**src/rtl/bitrev_pkg.sv**
```systemverilog
// Shared types and constants for the bit-reversing deserializer.
// Defining BITREV_DESER_PARITY_EN adds the PARITY state.
package bitrev_pkg;

  localparam int BITS_PER_FRAME = 8;

  typedef logic [BITS_PER_FRAME-1:0] byte_t;

`ifdef BITREV_DESER_PARITY_EN
  typedef enum logic [1:0] {
    ST_IDLE   = 2'd0,
    ST_DATA   = 2'd1,
    ST_PARITY = 2'd2
  } state_t;
`else
  typedef enum logic [0:0] {
    ST_IDLE = 1'b0,
    ST_DATA = 1'b1
  } state_t;
`endif

  // Bit that makes the total number of ones (data plus parity) even.
  function automatic logic even_parity(input byte_t b);
    return ^b;
  endfunction

endpackage

```
**src/rtl/bitrev_fifo.sv**
```systemverilog
// Synchronous completed-byte buffer; a push into a full buffer is dropped
// and reported unless a pop frees the slot on the same edge.
module bitrev_fifo
  import bitrev_pkg::*;
#(
  parameter int DEPTH = 2
) (
  input  logic  clk,
  input  logic  rst_n,
  input  logic  i_push,
  input  byte_t i_data,
  input  logic  i_pop,
  output logic  o_valid,
  output byte_t o_data,
  output logic  o_overrun
);

  localparam int AW = (DEPTH > 1) ? $clog2(DEPTH) : 1;
  localparam logic [AW:0] PTR_ONE = {{AW{1'b0}}, 1'b1};

  byte_t       r_mem [DEPTH];
  logic [AW:0] r_wr_ptr;
  logic [AW:0] r_rd_ptr;
  logic        r_overrun;

  logic w_empty;
  logic w_full;
  logic w_pop;
  logic w_push;

  // Occupancy flags; the extra pointer bit separates full from empty.
  always_comb begin
    w_empty = (r_wr_ptr == r_rd_ptr);
    w_full  = (r_wr_ptr[AW] != r_rd_ptr[AW]) &&
              (r_wr_ptr[AW-1:0] == r_rd_ptr[AW-1:0]);
    w_pop   = i_pop & ~w_empty;
    w_push  = i_push & (~w_full | w_pop);
  end

  // Storage, pointers and overrun pulse.
  always_ff @(posedge clk or negedge rst_n) begin
    if (!rst_n) begin
      r_wr_ptr  <= '0;
      r_rd_ptr  <= '0;
      r_overrun <= 1'b0;
      for (int i = 0; i < DEPTH; i++) begin
        r_mem[i] <= '0;
      end
    end else begin
      if (w_push) begin
        r_mem[r_wr_ptr[AW-1:0]] <= i_data;
        r_wr_ptr                <= r_wr_ptr + PTR_ONE;
      end
      if (w_pop) begin
        r_rd_ptr <= r_rd_ptr + PTR_ONE;
      end
      r_overrun <= i_push & w_full & ~w_pop;
    end
  end

  assign o_valid   = ~w_empty;
  assign o_data    = r_mem[r_rd_ptr[AW-1:0]];
  assign o_overrun = r_overrun;

endmodule

```
**src/rtl/bitrev_deser.sv**
```systemverilog
// Serial-to-byte deserializer with selectable bit order and an output buffer.
// Optional even-parity beat when BITREV_DESER_PARITY_EN is defined.
module bitrev_deser
  import bitrev_pkg::*;
#(
  parameter int LSB_FIRST  = 1,
  parameter int FIFO_DEPTH = 2
) (
  input  logic       clk,
  input  logic       rst_n,
  input  logic       sin_valid,
  input  logic       sin_bit,
  input  logic       sin_start,
  output logic       out_valid,
  input  logic       out_ready,
  output logic [7:0] out_data,
  output logic       busy,
  output logic       err_overrun,
`ifdef BITREV_DESER_PARITY_EN
  output logic       err_parity,
`endif
  output logic       frame_abort
);

  state_t     r_state;
  logic [2:0] r_cnt;
  byte_t      r_shift;
  logic       r_push;
  logic       r_busy;
  logic       r_abort;
`ifdef BITREV_DESER_PARITY_EN
  logic       r_err_parity;
`endif

  logic [2:0] w_pos;
  logic [2:0] w_first_pos;
  logic       w_last;
  logic       w_pop;
  byte_t      w_fifo_data;

  // Shift-register slot for the current bit, depending on stream order.
  always_comb begin
    if (LSB_FIRST != 0) begin
      w_pos       = r_cnt;
      w_first_pos = 3'd0;
    end else begin
      w_pos       = 3'd7 - r_cnt;
      w_first_pos = 3'd7;
    end
    w_last = (r_cnt == 3'(BITS_PER_FRAME - 1));
    w_pop  = out_valid & out_ready;
  end

  // Frame FSM; the byte is handed to the buffer one edge after completion.
  always_ff @(posedge clk or negedge rst_n) begin
    if (!rst_n) begin
      r_state <= ST_IDLE;
      r_cnt   <= 3'd0;
      r_shift <= '0;
      r_push  <= 1'b0;
      r_busy  <= 1'b0;
      r_abort <= 1'b0;
`ifdef BITREV_DESER_PARITY_EN
      r_err_parity <= 1'b0;
`endif
    end else begin
      r_push  <= 1'b0;
      r_abort <= 1'b0;
`ifdef BITREV_DESER_PARITY_EN
      r_err_parity <= 1'b0;
`endif
      case (r_state)
        ST_IDLE: begin
          if (sin_valid && sin_start) begin
            r_shift              <= '0;
            r_shift[w_first_pos] <= sin_bit;
            r_cnt                <= 3'd1;
            r_state              <= ST_DATA;
            r_busy               <= 1'b1;
          end
        end
        ST_DATA: begin
          if (sin_valid) begin
            if (sin_start) begin
              r_shift              <= '0;
              r_shift[w_first_pos] <= sin_bit;
              r_cnt                <= 3'd1;
              r_abort              <= 1'b1;
            end else begin
              r_shift[w_pos] <= sin_bit;
              if (w_last) begin
                r_cnt <= 3'd0;
`ifdef BITREV_DESER_PARITY_EN
                r_state <= ST_PARITY;
`else
                r_state <= ST_IDLE;
                r_busy  <= 1'b0;
                r_push  <= 1'b1;
`endif
              end else begin
                r_cnt <= r_cnt + 3'd1;
              end
            end
          end
        end
`ifdef BITREV_DESER_PARITY_EN
        ST_PARITY: begin
          if (sin_valid) begin
            if (sin_start) begin
              r_shift              <= '0;
              r_shift[w_first_pos] <= sin_bit;
              r_cnt                <= 3'd1;
              r_state              <= ST_DATA;
              r_abort              <= 1'b1;
            end else begin
              r_state <= ST_IDLE;
              r_busy  <= 1'b0;
              if (sin_bit == even_parity(r_shift)) begin
                r_push <= 1'b1;
              end else begin
                r_err_parity <= 1'b1;
              end
            end
          end
        end
`endif
        default: begin
          r_state <= ST_IDLE;
          r_cnt   <= 3'd0;
          r_busy  <= 1'b0;
        end
      endcase
    end
  end

  bitrev_fifo #(
    .DEPTH(FIFO_DEPTH)
  ) u_fifo (
    .clk      (clk),
    .rst_n    (rst_n),
    .i_push   (r_push),
    .i_data   (r_shift),
    .i_pop    (w_pop),
    .o_valid  (out_valid),
    .o_data   (w_fifo_data),
    .o_overrun(err_overrun)
  );

  assign out_data    = w_fifo_data;
  assign busy        = r_busy;
  assign frame_abort = r_abort;
`ifdef BITREV_DESER_PARITY_EN
  assign err_parity  = r_err_parity;
`endif

endmodule
```
**config.mk**
```make
export PLATFORM = sky130hd
export DESIGN_NAME = bitrev_deser
export DESIGN_NICKNAME = d
export VERILOG_FILES = /design/src/rtl/bitrev_pkg.sv /design/src/rtl/bitrev_fifo.sv /design/src/rtl/bitrev_deser.sv
export SDC_FILE = /design/constraint.sdc
export NUM_CORES = 1
export LEC_CHECK = 0
export CAP_MARGIN = 10
export CORE_MARGIN = 2
export CORE_UTILIZATION = 50
export CTS_CLUSTER_SIZE = 10
export DETAILED_ROUTE_END_ITERATION = 7
export GPL_ROUTABILITY_DRIVEN = 0
export PLACE_DENSITY = 0.74
export SKIP_LAST_GASP = 1
export SYNTH_ARGS = -nofsm -noshare
export SYNTH_HDL_FRONTEND = slang
export SYNTH_HIERARCHICAL = 1
export SYNTH_SLANG_ARGS = --single-unit
```
**constraint.sdc**
```tcl
create_clock -name clk -period 1.8 [get_ports clk]
set_input_delay 0.36 -clock clk [delete_from_list [all_inputs] [get_ports clk]]
set_output_delay 0.36 -clock clk [all_outputs]
set_load 0.01 [all_outputs]
```
After elaboration in Yosys (flattened, before gate mapping)
Index checks and enable logic that the tools add are counted.

cells by class
  add/subtract/negate cells = 3
  order comparisons = 5
  eq/ne operators = 8
  muxes and demuxes = 35
  bitwise gates (word level) = 12
  reductions and logical operators = 6

operators with widths
  kind                                                 number
  2-to-1 mux 8 bit                                     7
  bitwise mux 16 bit                                   1
  2-to-1 mux 1 bit                                     16
  case mux 8 bit (2 select lines)                      1
  2-to-1 mux 3 bit                                     4
  bitwise mux 8 bit                                    1
  demux 8 bit (select 1 bit)                           1
  inequality test 2 bit, second input constant         3
  case mux 3 bit (2 select lines)                      1
  AND 1 bit                                            5
  adder 2 x 1 -> 2 bit, second input constant          2
  >= comparator 2 bit, second input constant           2
  logical AND 1 bit                                    4
  < comparator 3 x 4 -> 1 bit, second input constant   1
  NOT 1 bit                                            4
  NOT 1 -> 2 bit                                       2
  case mux 1 bit (2 select lines)                      2
  AND reduction 4 bit                                  1
  adder 3 x 1 -> 3 bit, second input constant          1
  demux 1 bit (select 3 bit)                           1
  equality test 3 bit, second input constant           1
  >= comparator 3 x 1 -> 1 bit, second input constant  1
  equality test 2 bit                                  1
  < comparator 2 x 1 -> 1 bit, second input constant   1
  5 further kinds                                      5

word-level totals
  register bits after elaboration = 36
  input bits = 6
  word-level logic and storage cells = 80

Logic depth before layout (Yosys ltp)
  depth in word-level cells = 8
  gate-level depth with buffers = 6
  depth with buffers taken out = 6

Hierarchy
Netlist, hierarchy kept.

modules (own cells, without submodules)
  module        instances  cells an instance  area each (um2)  seq. area each (um2)
  bitrev_fifo   1          70                 998.5            525.5
  bitrev_deser  1          72                 790.8            375.4

Least setup slack after synthesis
No wires, ideal clock.

  path type = reg-to-reg
  start point = reg u_fifo.r_wr_ptr[1]
  end point = reg u_fifo/r_mem[10] (netlist name)
  arrival = 1,997 ps
  required time = 1,675 ps
  slack = -322 ps
  cell stages (with the launch flop) = 7
  clock period less this slack = 2,122 ps
  cells stage by stage = dfrtp_1 -> xnor2_1 -> nand2_1 -> and2_1 -> o311a_1 -> buf_6 -> mux2_4

on the way
  cells in the longest elaborated chain, start to end = 6

ends and longest elaborated chain
  what                            line                text
  start: declaration              bitrev_fifo.sv:22   logic [AW:0] r_wr_ptr;
  start signal: assignment        bitrev_fifo.sv:52   r_wr_ptr <= r_wr_ptr + PTR_ONE;
  equality test 2 bit             bitrev_fifo.sv:33   w_empty = (r_wr_ptr == r_rd_ptr);
  NOT 1 bit                       bitrev_fifo.sv:61   assign o_valid = ~w_empty;
  via out_valid                   bitrev_deser.sv:14  output logic out_valid,
  AND 1 bit                       bitrev_deser.sv:51  w_pop = out_valid & out_ready;
  via w_pop                       bitrev_deser.sv:38  logic w_pop;
  AND 1 bit                       bitrev_fifo.sv:36   w_pop = i_pop & ~w_empty;
  OR 1 bit                        bitrev_fifo.sv:37   w_push = i_push & (~w_full | w_pop);
  AND 1 bit                       bitrev_fifo.sv:37
  end signal: indexed assignment  bitrev_fifo.sv:51   r_mem[r_wr_ptr[AW-1:0]] <= i_data;
  end: declaration                bitrev_fifo.sv:21   byte_t r_mem [DEPTH];

The timed path passes the listed nets, and every way through them passes these cells.
A chain may end at the register's enable or synchronous reset.

Final worst setup path
  start point = reg u_fifo.r_rd_ptr[0]
  end point = out out_data[5]

on the way
  cells in the longest elaborated chain, start to end = 4

ends and longest elaborated chain
  what                                                  line                text
  start: declaration                                    bitrev_fifo.sv:23   logic [AW:0] r_rd_ptr;
  start signal: assignment                              bitrev_fifo.sv:55   r_rd_ptr <= r_rd_ptr + PTR_ONE;
  NOT 1 -> 2 bit (implied by the code)                  bitrev_fifo.sv:62   assign o_data = r_mem[r_rd_ptr[AW-1:0]];
  2-to-1 mux 8 bit (implied by the code) (3 in series)  bitrev_fifo.sv:62
  end: declaration                                      bitrev_deser.sv:16  output logic [7:0] out_data,

No other way between the ends. The select of a mux whose other input is x is not followed.

==> flow_summary_export.csv <==
group,metric,value,unit
floorplanning,core.rowCount,21,
logic_synthesis,async_flop_share,1.00,
logic_synthesis,ys_ff_latch,36,
critical_path,r2r_end,"u_fifo/r_mem[14]",
worst_hold_path,hold_path.class,"primary input to async pin",
sta,rsz0062_at_grt,"true",
sta,finalCriticalPeriod,1.77,ns
detailed_routing,avgViaCountPerCell,5.54,
logic_synthesis,yosysSeqAreaShare,0.503,
global_route,grt_usage,0.197,
clocking,cts_max_path_buffers,2,
pwr,irDropWorstVdd,852,uV
critical_path,critPathMaxFanout,5,
logic_synthesis,syn-num-nets,150,
final_layout,fillers,259,
floorplanning,pin_count,18,
status,status,"completed",
detailed_routing,wl_per_cell,16.6,um
critical_path,path_delay_family,"flip-flops",
clocking,worstSkewPairLatency,0.35,ns
global_route,antenna_found_initial,0,
critical_path,worstSetupPathDepth,3,
sta,hold_viol,0,
pwr,leakagePower,1.11,nW
sta,maxSlewHeadroom,0.701,
logic_synthesis,ys_types,32,
placed_design,io_buffers,17,
critical_path,cpPeakStageDelay,0.47,ns
logic_synthesis,syn-cell-area,1790,um^2
critical_path,r2r-start,"u_fifo/r_rd_ptr[0]",
clocking,root_buffer,"clkbuf_4",
logic_synthesis,synthCells,142,
final_layout,seqCellArea,902,um^2
logic_synthesis,synth_edf_count,0,
logic_synthesis,synth_flop_cell,"dfrtp_1",
clocking,holdBufCountCts,0,
detailed_routing,drt-pass1-iter-count,4,
pwr,p_total,2.62,mW
sta,worstMarginPinSlew,0.448,ns
detailed_routing,drc,0,
global_route,grt_pass1_wl,6.09,mm
critical_path,crit_slowest_cell,"dfrtp_2",
critical_path,end_kind,"primary output",
critical_path,worst-path-buf-inv,2,
detailed_routing,vias,1240,
critical_path,required,1.44,ns
floorplanning,die_h,63.8,um
final_layout,drive_gt1_frac,0.337,
placed_design,hpwl,2.39,mm
logic_synthesis,yosys_warnings,6,
floorplanning,dieArea,4070,um^2
floorplanning,fp.coreArea,3390,um^2
critical_path,crit_chain,"buf_6, mux2_4, buf_2",
final_layout,stdcell_count,224,
clocking,cts_buffers,5,
critical_path,crit_start,"u_fifo/r_rd_ptr[0]",
global_route,grt_pass1_vias,1311,
floorplanning,die-width,63.8,um
sta,skew,0.00505,ns
sta,report.final.slew_viol_count,0,
job,maxCapViolations,0,
final_layout,multi_input_area,867,um^2
floorplanning,start_util,0.528,
critical_path,ff2ff_setup_slack,0.05,ns
critical_path,critPathLaunchType,"flip-flop",
pwr,cellPowerDensity,1170,nW/um^2
detailed_routing,drt_iter0_drc,67,
sta,fin_crit_sh,0.983,
detailed_routing,drt-total-wl,3.72,mm
final_layout,final_nets,185,
sta,finalSetupViolCount,0,
clocking,htree_levels,2,
placed_design,placedCellCount,213,
clocking,cts_tree,"built",
final_layout,antenna_cells,0,
final_layout,area_growth_syn_to_layout,25.6,%
sta,holdWs,0.409,ns
clocking,clk_pin_slew_worst_paths,0.11,ns
global_route,grt.overflow.total,0,
critical_path,critical_path_class,"flip-flop to primary output",
clocking,clkSinkCount,36,
detailed_routing,ant_nets,0,
critical_path,reg2reg_depth,5,
global_route,grt_start_max_net_pins,37,
logic_synthesis,avgSynthCellArea,12.6,um^2
critical_path,critPathArrivalTime,1.41,ns
sta,fmaxAchievable,0.565,GHz
[power breakdown]
| group | switching (mW) | leakage (nW) | internal, mW |
|---|---|---|---|
| combinational | 0.436 | 0.600 | 0.545 |
| clock | 0.272 | 0.0422 | 0.291 |
| sequential | 0.154 | 0.469 | 0.924 |
[worst max path at each step]
stage | slack, ns | to
2_1_floorplan | -0.1 | u_fifo/r_mem[10]
3_3_place_gp | -0.07 | u_fifo/r_mem[14]
3_5_place_dp | -0.07 | u_fifo/r_mem[13]
4_1_cts | -0.14 | out_data[1]
5_1_grt | -0.04 | out_data[5]
6_report | 0.03 | out_data[5]
[stage by stage]
| stage | setup TNS [ns] | worst slack, ns | utilization | area (um^2) |
|---|---|---|---|---|
| 3_5_place_dp | -0.561 | -0.0672 | 0.623 | 2110 |
| 2_1_floorplan | -0.979 | -0.0968 | - | 1800 |
| 3_3_place_gp | -0.667 | -0.0651 | 0.623 | 2110 |
| 5_1_grt | -0.113 | -0.0362 | 0.663 | 2250 |
| 4_1_cts | -0.996 | -0.137 | 0.647 | 2190 |
| 6_report | 0 | 0.0302 | 0.663 | 2250 |
[final cells by class]
class	instances	share of cell area
Tap cell	46	0.0256
Clock buffer	6	0.0184
Clock inverter	2	0.0156
Multi-Input combinational cell	89	0.386
Timing Repair Buffer	36	0.138
Inverter	9	0.0150
Sequential cell	36	0.401
[flip-flops by register name, indices dropped and copies added (netlist names)]
name	cells
u_fifo/r_mem	16
r_state	1
busy	1
r_cnt	3
u_fifo/r_rd_ptr	2
r_push	1
r_shift	8
u_fifo/r_wr_ptr	2
frame_abort	1
u_fifo/o_overrun	1
[synth_stat cells (2+ instances only)]
master    instances  area, um^2
o22ai_1           8        50.1
buf_6             2        22.5
a21oi_1           2        10.0
mux2_4            9         135
o21ai_1           4        20.0
nand4b_1          3        26.3
xnor2_1           2        17.5
dfrtp_1          36         901
and2_1            2        12.5
nor3b_1           3        22.5
buf_2             5        25.0
mux2i_1           9        90.1
and4bb_1          3        37.5
nand2_1           9        33.8
mux2_1           17         191
inv_1             9        33.8
a22o_1            3        26.3
ha_1              2        25.0
[cell usage in the layout, fill, tap and decap left out, types with 3 or more instances in the layout]
cell type        Yosys  layout
nand4b_1             3       3
nand2_1              9       8
buf_2                5       3
and4bb_1             3       3
o22ai_1              8       8
a22o_1               3       3
clkdlybuf4s50_1      0       8
buf_4                0      17
inv_1                9       9
buf_6                2       7
clkbuf_4             0       5
mux2_4               9      17
mux2_1              17       9
dfrtp_1             36      35
mux2i_1              9       9
o21ai_1              4       4
nor3b_1              3       3
[metal layers]
layer	vias to the layer above	global-route usage	part of all wire
met5	-	0	0
met4	0	0.0815	0.017
li1	581	-	-
met2	24	0.324	0.52
met3	7	0.0616	0.030
met1	628	0.239	0.44
[what timing repair did]
action | 4_1_cts | 5_1_grt
setup buffers | 1 | 2
cloned | 0 | 1
pin swaps | 0 | 2
resized for setup | 11 | 42
setup endpoints to repair | 17 | 26
[cell families (layout without fill, tap and decap cells)]
family | Yosys count | in the layout | synth area share
multiplexers | 35 | 35 | 0.233
flip-flops | 36 | 36 | 0.503
XOR/XNOR | 3 | 3 | 0.0147
adder cells (fa/ha/maj) | 2 | 2 | 0.0140
AO/OA/AOI/OAI | 23 | 23 | 0.0867
AND/OR/NAND/NOR | 26 | 26 | 0.101
buffers and inverters | 17 | 53 | 0.0475
(Power assumes the default switching activity.)
